File: src/rtl/wb_stream_reader_fifo.sv
// Packs a narrow valid/ready beat stream little-endian into WB_DW words and
// buffers them in a first-word-fall-through FIFO for the burst-write controller.
module wb_stream_reader_fifo #(
  parameter int WB_DW   = 32,
  parameter int IW      = 16,
  parameter int FIFO_AW = 4
) (
  input  logic               wb_clk_i,
  input  logic               wb_rst_i,
  input  logic [IW-1:0]      stream_s_data_i,
  input  logic               stream_s_valid_i,
  output logic               stream_s_ready_o,
  input  logic               stream_s_last_i,
  output logic [WB_DW-1:0]   fifo_d,
  input  logic               fifo_rd,
  output logic [FIFO_AW:0]   fifo_cnt,
  input  logic               clear,
  output logic               underflow
);

  localparam int R     = WB_DW / IW;
  localparam int DEPTH = 1 << FIFO_AW;
  localparam int LW    = (R > 1) ? $clog2(R) : 1;

  localparam logic [LW-1:0]      LANE_MAX  = LW'(R - 1);
  localparam logic [LW-1:0]      LANE_ZERO = LW'(0);
  localparam logic [LW-1:0]      LANE_ONE  = LW'(1);
  localparam logic [FIFO_AW-1:0] PTR_ZERO  = FIFO_AW'(0);
  localparam logic [FIFO_AW-1:0] PTR_ONE   = FIFO_AW'(1);
  localparam logic [FIFO_AW:0]   CNT_ZERO  = (FIFO_AW + 1)'(0);
  localparam logic [FIFO_AW:0]   CNT_ONE   = (FIFO_AW + 1)'(1);
  localparam logic [FIFO_AW:0]   CNT_FULL  = (FIFO_AW + 1)'(DEPTH);
  localparam logic [WB_DW-1:0]   WORD_ZERO = WB_DW'(0);

  logic [WB_DW-1:0]   mem_r [DEPTH];
  logic [FIFO_AW-1:0] wr_ptr_r;
  logic [FIFO_AW-1:0] rd_ptr_r;
  logic [FIFO_AW:0]   cnt_r;
  logic [LW-1:0]      lane_r;
  logic [WB_DW-1:0]   part_r;
  logic               underflow_r;

  logic               ready_s;
  logic               accept_s;
  logic               push_s;
  logic               pop_s;
  logic [WB_DW-1:0]   word_s;

  // Ready looks only at the registered count so it never combinationally follows fifo_rd.
  assign ready_s          = !wb_rst_i && !clear && (cnt_r != CNT_FULL);
  assign accept_s         = stream_s_valid_i && ready_s;
  assign push_s           = accept_s && ((lane_r == LANE_MAX) || stream_s_last_i);
  assign pop_s            = fifo_rd && !clear && (cnt_r != CNT_ZERO);

  assign stream_s_ready_o = ready_s;
  assign fifo_d           = mem_r[rd_ptr_r];
  assign fifo_cnt         = cnt_r;
  assign underflow        = underflow_r;

  // Merge the incoming beat into the lanes gathered so far.
  always_comb begin
    word_s = part_r;
    word_s[lane_r*IW +: IW] = stream_s_data_i;
  end

  // FIFO storage; contents need no reset since the count qualifies them.
  always_ff @(posedge wb_clk_i) begin
    if (push_s) begin
      mem_r[wr_ptr_r] <= word_s;
    end
  end

  // Pointers, occupancy, packer lane state and sticky underflow.
  always_ff @(posedge wb_clk_i or posedge wb_rst_i) begin
    if (wb_rst_i) begin
      wr_ptr_r    <= PTR_ZERO;
      rd_ptr_r    <= PTR_ZERO;
      cnt_r       <= CNT_ZERO;
      lane_r      <= LANE_ZERO;
      part_r      <= WORD_ZERO;
      underflow_r <= 1'b0;
    end else if (clear) begin
      wr_ptr_r    <= PTR_ZERO;
      rd_ptr_r    <= PTR_ZERO;
      cnt_r       <= CNT_ZERO;
      lane_r      <= LANE_ZERO;
      part_r      <= WORD_ZERO;
      underflow_r <= 1'b0;
    end else begin
      if (push_s) begin
        wr_ptr_r <= wr_ptr_r + PTR_ONE;
      end
      if (pop_s) begin
        rd_ptr_r <= rd_ptr_r + PTR_ONE;
      end
      case ({push_s, pop_s})
        2'b10:   cnt_r <= cnt_r + CNT_ONE;
        2'b01:   cnt_r <= cnt_r - CNT_ONE;
        default: cnt_r <= cnt_r;
      endcase
      // The partial word is only cleared by a push, so a stall at full keeps it intact.
      if (push_s) begin
        lane_r <= LANE_ZERO;
        part_r <= WORD_ZERO;
      end else if (accept_s) begin
        lane_r <= lane_r + LANE_ONE;
        part_r <= word_s;
      end
      if (fifo_rd && (cnt_r == CNT_ZERO)) begin
        underflow_r <= 1'b1;
      end
    end
  end

endmodule

File: config.mk
export PLATFORM = sky130hd
export DESIGN_NAME = wb_stream_reader_fifo
export DESIGN_NICKNAME = d
export VERILOG_FILES = /design/src/rtl/wb_stream_reader_fifo.sv
export SDC_FILE = /design/constraint.sdc
export NUM_CORES = 1
export LEC_CHECK = 0
export CORE_UTILIZATION = 35
export DETAILED_ROUTE_END_ITERATION = 10
export GPL_TIMING_DRIVEN = 0
export PLACE_DENSITY_LB_ADDON = 0.05
export SETUP_SLACK_MARGIN = 0.4
export SLEW_MARGIN = 15
export SYNTH_ARGS = -nofsm -noshare
export SYNTH_HDL_FRONTEND = slang
export SYNTH_SLANG_ARGS = --single-unit
File: constraint.sdc
create_clock -name wb_clk_i -period 9.5 [get_ports wb_clk_i]
set_input_delay 0.95 -clock wb_clk_i [delete_from_list [all_inputs] [get_ports wb_clk_i]]
set_output_delay 0.95 -clock wb_clk_i [all_outputs]
set_load 0.02 [all_outputs]
Word level (Yosys, flattened, before mapping):

Memory sizes are Yosys's and may differ from the RTL's.
Index checks and enable logic that the tools add are counted.
W data, S select, Z words.

* bits in writable memories: 512
* bits of input ports: 22
* output and inout bits: 39
* memories: 1
* logic and storage cells: 52
* register bits after elaboration: 47

* add/sub/neg operators: 6
* reduce and logical (&&, ||, !) cells: 17
* shift operators: 2
* equality and inequality tests: 3
* mux-type cells: 17

Memories
* mem_r: depth 16, bits a word 32, read ports 1, clocked after Yosys merged registers in 0, write ports 1, RTL line 35 `logic [WB_DW-1:0] mem_r [DEPTH];`

Operators by type and width (count)
* $mux W32: 3
* $neg A5 Y34: 1
* $shift A16 B34 Y32 const A: 1
* $shiftx A16 B34 Y32: 1
* $bwmux W32: 1
* $mux W4: 4
* $pmux W5 S2: 1
* $add A4 B1 Y4 const B: 2
* $logic_and A1 B1 Y1: 7
* $mux W1: 7
* $reduce_bool A2 Y1: 3
* $reduce_bool A3 Y1: 2
* $add A5 B1 Y5 const B: 1
* $logic_not A5 Y1: 1
* $mux W5: 1
* $ne A5 B5 Y1 const B: 1
* $reduce_bool A5 Y1: 1
* $sub A5 B1 Y5 const B: 1
* $eq A2 B1 Y1 const B: 1
* $eq A2 B2 Y1 const B: 1
* $logic_not A1 Y1: 2
* $add A1 B1 Y1 const B: 1
* $logic_or A1 B1 Y1: 1

Depth between registers and ports, before layout:

* depth in word-level cells: 8
* mapped depth: 12
* mapped depth without buffers: 10

Worst setup path before layout:

No wires, ideal clock.

* path kind: input port to flip-flop
* start: input port wb_rst_i
* end: memory mem_r[4][0] (enable)
* path buffers: 0
* cell stages on the path: 4
* data required time: 9039 ps
* slack: 4962 ps
* arrival time: 4077 ps
* path through: nand2b_1 a2111oi_2 nand2_1 nor3_1

* word-level cells in the longest chain between the ends: 7

RTL lines
* start, declared: RTL line 9 `input logic wb_rst_i,`
* $logic_not A1 Y1 (no line)
* $logic_and A1 B1 Y1 (2 in series): RTL line 50 `assign ready_s = !wb_rst_i && !clear && (cnt_r != CNT_FULL);`
* $logic_and A1 B1 Y1: RTL line 51 `assign accept_s = stream_s_valid_i && ready_s;`
* $logic_and A1 B1 Y1: RTL line 52 `assign push_s = accept_s && ((lane_r == LANE_MAX) || stream_s_last_i);`
* $mux W1: RTL line 68 `if (push_s) begin`
* $mux W1 (not written as such): RTL line 69 `mem_r[wr_ptr_r] <= word_s;`
* end, declared: RTL line 35

No other way between the ends.

Worst setup path after layout:

* start: register rd_ptr_r[1]
* end: output port fifo_d[26]

* word-level cells in the longest chain between the ends: 1

RTL lines
* start, declared: RTL line 37 `logic [FIFO_AW-1:0] rd_ptr_r;`
* start signal, assigned: RTL line 94 `rd_ptr_r <= rd_ptr_r + PTR_ONE;`
* $mem_v2 Z16 W32
* end, declared: RTL line 14 `output logic [WB_DW-1:0] fifo_d,`

No other way between the ends.

==> flow_metrics.py <==
metrics = {
    "synth": {
        "synth.avg_cell_area_sq_um": 23.1,
        "synth.cell_area_sq_um": 21700,
        "synth_cells": 941,
        "synth_fa_ha_area_frac": 0.00403,
        "yosys_register_bits": 559,
        "synth_xor_xnor_area_share": 0.00444,
        "ys_seq_area_frac": 0.762,
        "ys_async_sr_fraction": 0.0841,
        "ys.flop_type": "edfxtp_1",
        "synth_top_area_frac": 0.708,
        "ys_warn_count": 0,
        "yosysUniqueCellTypes": 39,
        "synth_mux_area_frac": 0.184,
        "syn_nets": 970,
        "synth_top_family_by_area": "multiplexers",
        "synth_edf_count": 512,
        "synth_compound_area_frac": 0.0203,
        "synth_area_leaders": "edfxtp_1, mux4_2, dfrtp_1",
        "synth-simple-area-share": 0.0134,
        "synth.largest_area_cell": "edfxtp_1",
    },
    "cells_and_area": {
        "final_cell_count_no_fill": 1925,
        "multiInputGateArea_sq_um": 4980,
        "mostFrequentLayoutCells": "edfxtp_1, mux4_2, clkbuf_16, clkdlybuf4s50_1, dfrtp_1",
        "antenna_cells": 0,
        "area_delta_synth_final_pct": 18.5,
        "drive_gt1_frac": 0.305,
        "fill_cells": 5300,
        "seq_area_sq_um": 16600,
        "mostFrequentLayoutCell": "edfxtp_1",
        "nNetsFinal": 1124,
    },
    "drt": {
        "postRouteAntennaNets": 0,
        "dr.first_iter.drc_count": 941,
        "wl_per_cell_microns": 29.3,
        "vias": 10300,
        "drc": 0,
        "finalWirelength_microns": 56400,
        "vias_per_cell": 5.34,
        "dr.pass1.iters": 5,
    },
    "timing": {
        "finalMaxSlewViolations": 0,
        "skew_ns": 0.0249,
        "whs_ns": 0.503,
        "max_freq_mhz": 198,
        "setup_violations": 0,
        "rsz0062_at_grt": "no",
        "timing.slew.headroom": 0.234,
        "tns_ns": 0,
        "period_needed_ns": 5.06,
        "min_period_over_period": 0.533,
        "finalHoldViolations": 0,
        "worst_pin_slew_ns": 1.15,
    },
    "place": {
        "numPortBuffers": 60,
        "dpl.cell_count": 1815,
        "gp_congestion": 0.725,
        "dp_hpwl_microns": 34600,
    },
    "grt": {
        "grt_max_degree": 33,
        "grt_use_met1": 0.282,
        "met3_usage": 0.0301,
        "grt_pass1_vias": 10700,
        "grt_use_met2": 0.272,
        "gr-total-overflow": 0,
        "grtUsageTotal": 0.183,
        "top_usage_layer": "met1",
        "antenna_found_initial": 0,
        "grt_pass1_wl_microns": 80700,
    },
    "clocking": {
        "root_buffer": "clkbuf_16",
        "cts_buffers": 60,
        "htreeDepth": 2,
        "cts_tree": "done",
        "postCtsHoldBufs": 0,
        "postCtsSetupBuffers": 0,
        "clkTransAtPathRegs_ns": 0.06,
        "cts_resized": 0,
        "clock_sinks": 559,
        "clk_latency_ns": 0.62,
        "clockBufferDepth": 3,
    },
    "worst_setup_path": {
        "cp_slowest_cell": "clkbuf_1",
        "end_kind": "output pin",
        "start_kind": "flop",
        "path_cells": "clkbuf_1 -> clkbuf_1 -> mux4_2 -> mux4_2 -> clkdlybuf4s50_1",
        "path_max_fanout": 10,
        "worstSetupPathType": "reg2out",
        "required_ns": 8.55,
        "slowest_delay_ns": 0.89,
        "worstPathArrival_ns": 4.11,
    },
    "run_status": {
        "status": "complete, no violations",
    },
    "pwr": {
        "swShare": 0.258,
        "ir_drop_uv": 131,
        "power_density_nw_per_um2": 247,
        "comb_power_share": 0.198,
        "power_mw": 6.35,
        "p_leak_nw": 8.22,
        "pwr-share-clk": 0.363,
        "p_seq_frac": 0.439,
        "internal-power_mw": 4.72,
        "p_sw_mw": 1.64,
    },
    "floorplan": {
        "dieArea_sq_um": 63000,
        "die_w_microns": 251,
        "io_pins": 61,
        "core_sq_um": 60800,
        "initial_core_util": 0.357,
        "fp-row-count": 90,
        "die_y_microns": 251,
    },
    "worst_hold_path": {
        "hold_class": "reg2reg",
    },
    "job": {
        "maxCapViolations": 0,
    },
}
## cell families (layout without fill, tap and decap cells)
| kind of cell | Yosys count | after routing |
|---|---|---|
| mux | 195 | 195 |
| flops | 559 | 559 |
| compound gates | 50 | 50 |
| xor+xnor | 11 | 11 |
| buf+inv | 63 | 265 |
| simple gates | 56 | 56 |
| fa+ha+maj | 7 | 7 |
## cells in the mapped netlist, drive strengths merged (2+ instances only)
library cell / number
dfrtp: 47
a22o: 32
inv: 10
edfxtp: 512
a2111oi: 2
ha: 7
mux2i: 3
xor2: 7
nor2: 23
nand4: 2
nor4: 4
nand3: 2
a31oi: 2
buf: 28
o21ai: 2
a211oi: 5
clkbuf: 25
nor3: 6
nand2: 5
mux2: 32
xnor2: 4
and2: 9
mux4: 160
a21oi: 4
## registers in the layout, indices dropped and copies added, names as in the netlist
| register | cells |
|---|---|
| fifo_cnt | 5 |
| lane_r | 1 |
| mem_r | 512 |
| part_r | 32 |
| rd_ptr_r | 4 |
| underflow | 1 |
| wr_ptr_r | 4 |
## metrics by stage
stage	util	instance area [sq um]	worst slack (ns)
floorplan	-	21700	4.96
global placement	0.383	23300	0.518
detailed placement	0.392	23800	4.93
CTS	0.423	25700	4.28
global route	0.423	25700	4.25
finish	0.423	25700	4.44
## power groups by stage
stage                     Clock (mW)  Sequential, mW  Combinational (mW)
after global routing            2.45            2.79                1.36
after global placement             0            2.84                1.28
after floorplan                    0            2.84               0.833
after detailed placement           0            2.84                1.29
final                           2.30            2.79                1.26
after CTS                       2.37            2.79                1.30
## metal layers
| metal | up-vias | wire (microns) |
|---|---|---|
| li1 | 4307 | - |
| met1 | 5656 | 27700 |
| met2 | 249 | 25400 |
| met3 | 69 | 2350 |
| met4 | 0 | 994 |
| met5 | - | 0 |
## critical path: cells and delay by family, from the launching register on
family                 cells  cell delay [ns]
muxes                      2             0.97
DFF                        1             0.47
buffers and inverters      3             2.05
## path summary, 6_finish.rpt
kind                       slack [ns]                 endpoint  depth (start not counted)                    start
min in group asynchronous        0.73   part_r[28]$_DFFE_PP0P_                          2                 wb_rst_i
hold reg to reg                  0.50   part_r[18]$_DFFE_PP0P_                          1   part_r[18]$_DFFE_PP0P_
setup reg to reg                 6.23  mem_r[13][13]$_DFFE_PP_                          7       lane_r$_DFFE_PP0P_
max in group asynchronous        8.23    part_r[4]$_DFFE_PP0P_                          3                 wb_rst_i
hold / removal                   0.50   part_r[18]$_DFFE_PP0P_                          1   part_r[18]$_DFFE_PP0P_
setup / recovery                 4.44               fifo_d[26]                          5  rd_ptr_r[1]$_DFFE_PP0P_
## layout make-up
class                           instances  share of cell area
Tap cell                              782              0.0380
Buffer                                 53             0.00894
Inverter                               10             0.00146
Timing Repair Buffer                   92              0.0405
Multi-Input combinational cell        319               0.193
Sequential cell                       559               0.643
Clock buffer                           84              0.0642
Clock inverter                         26              0.0104
No activity file was read; power rests on OpenSTA's default activity.
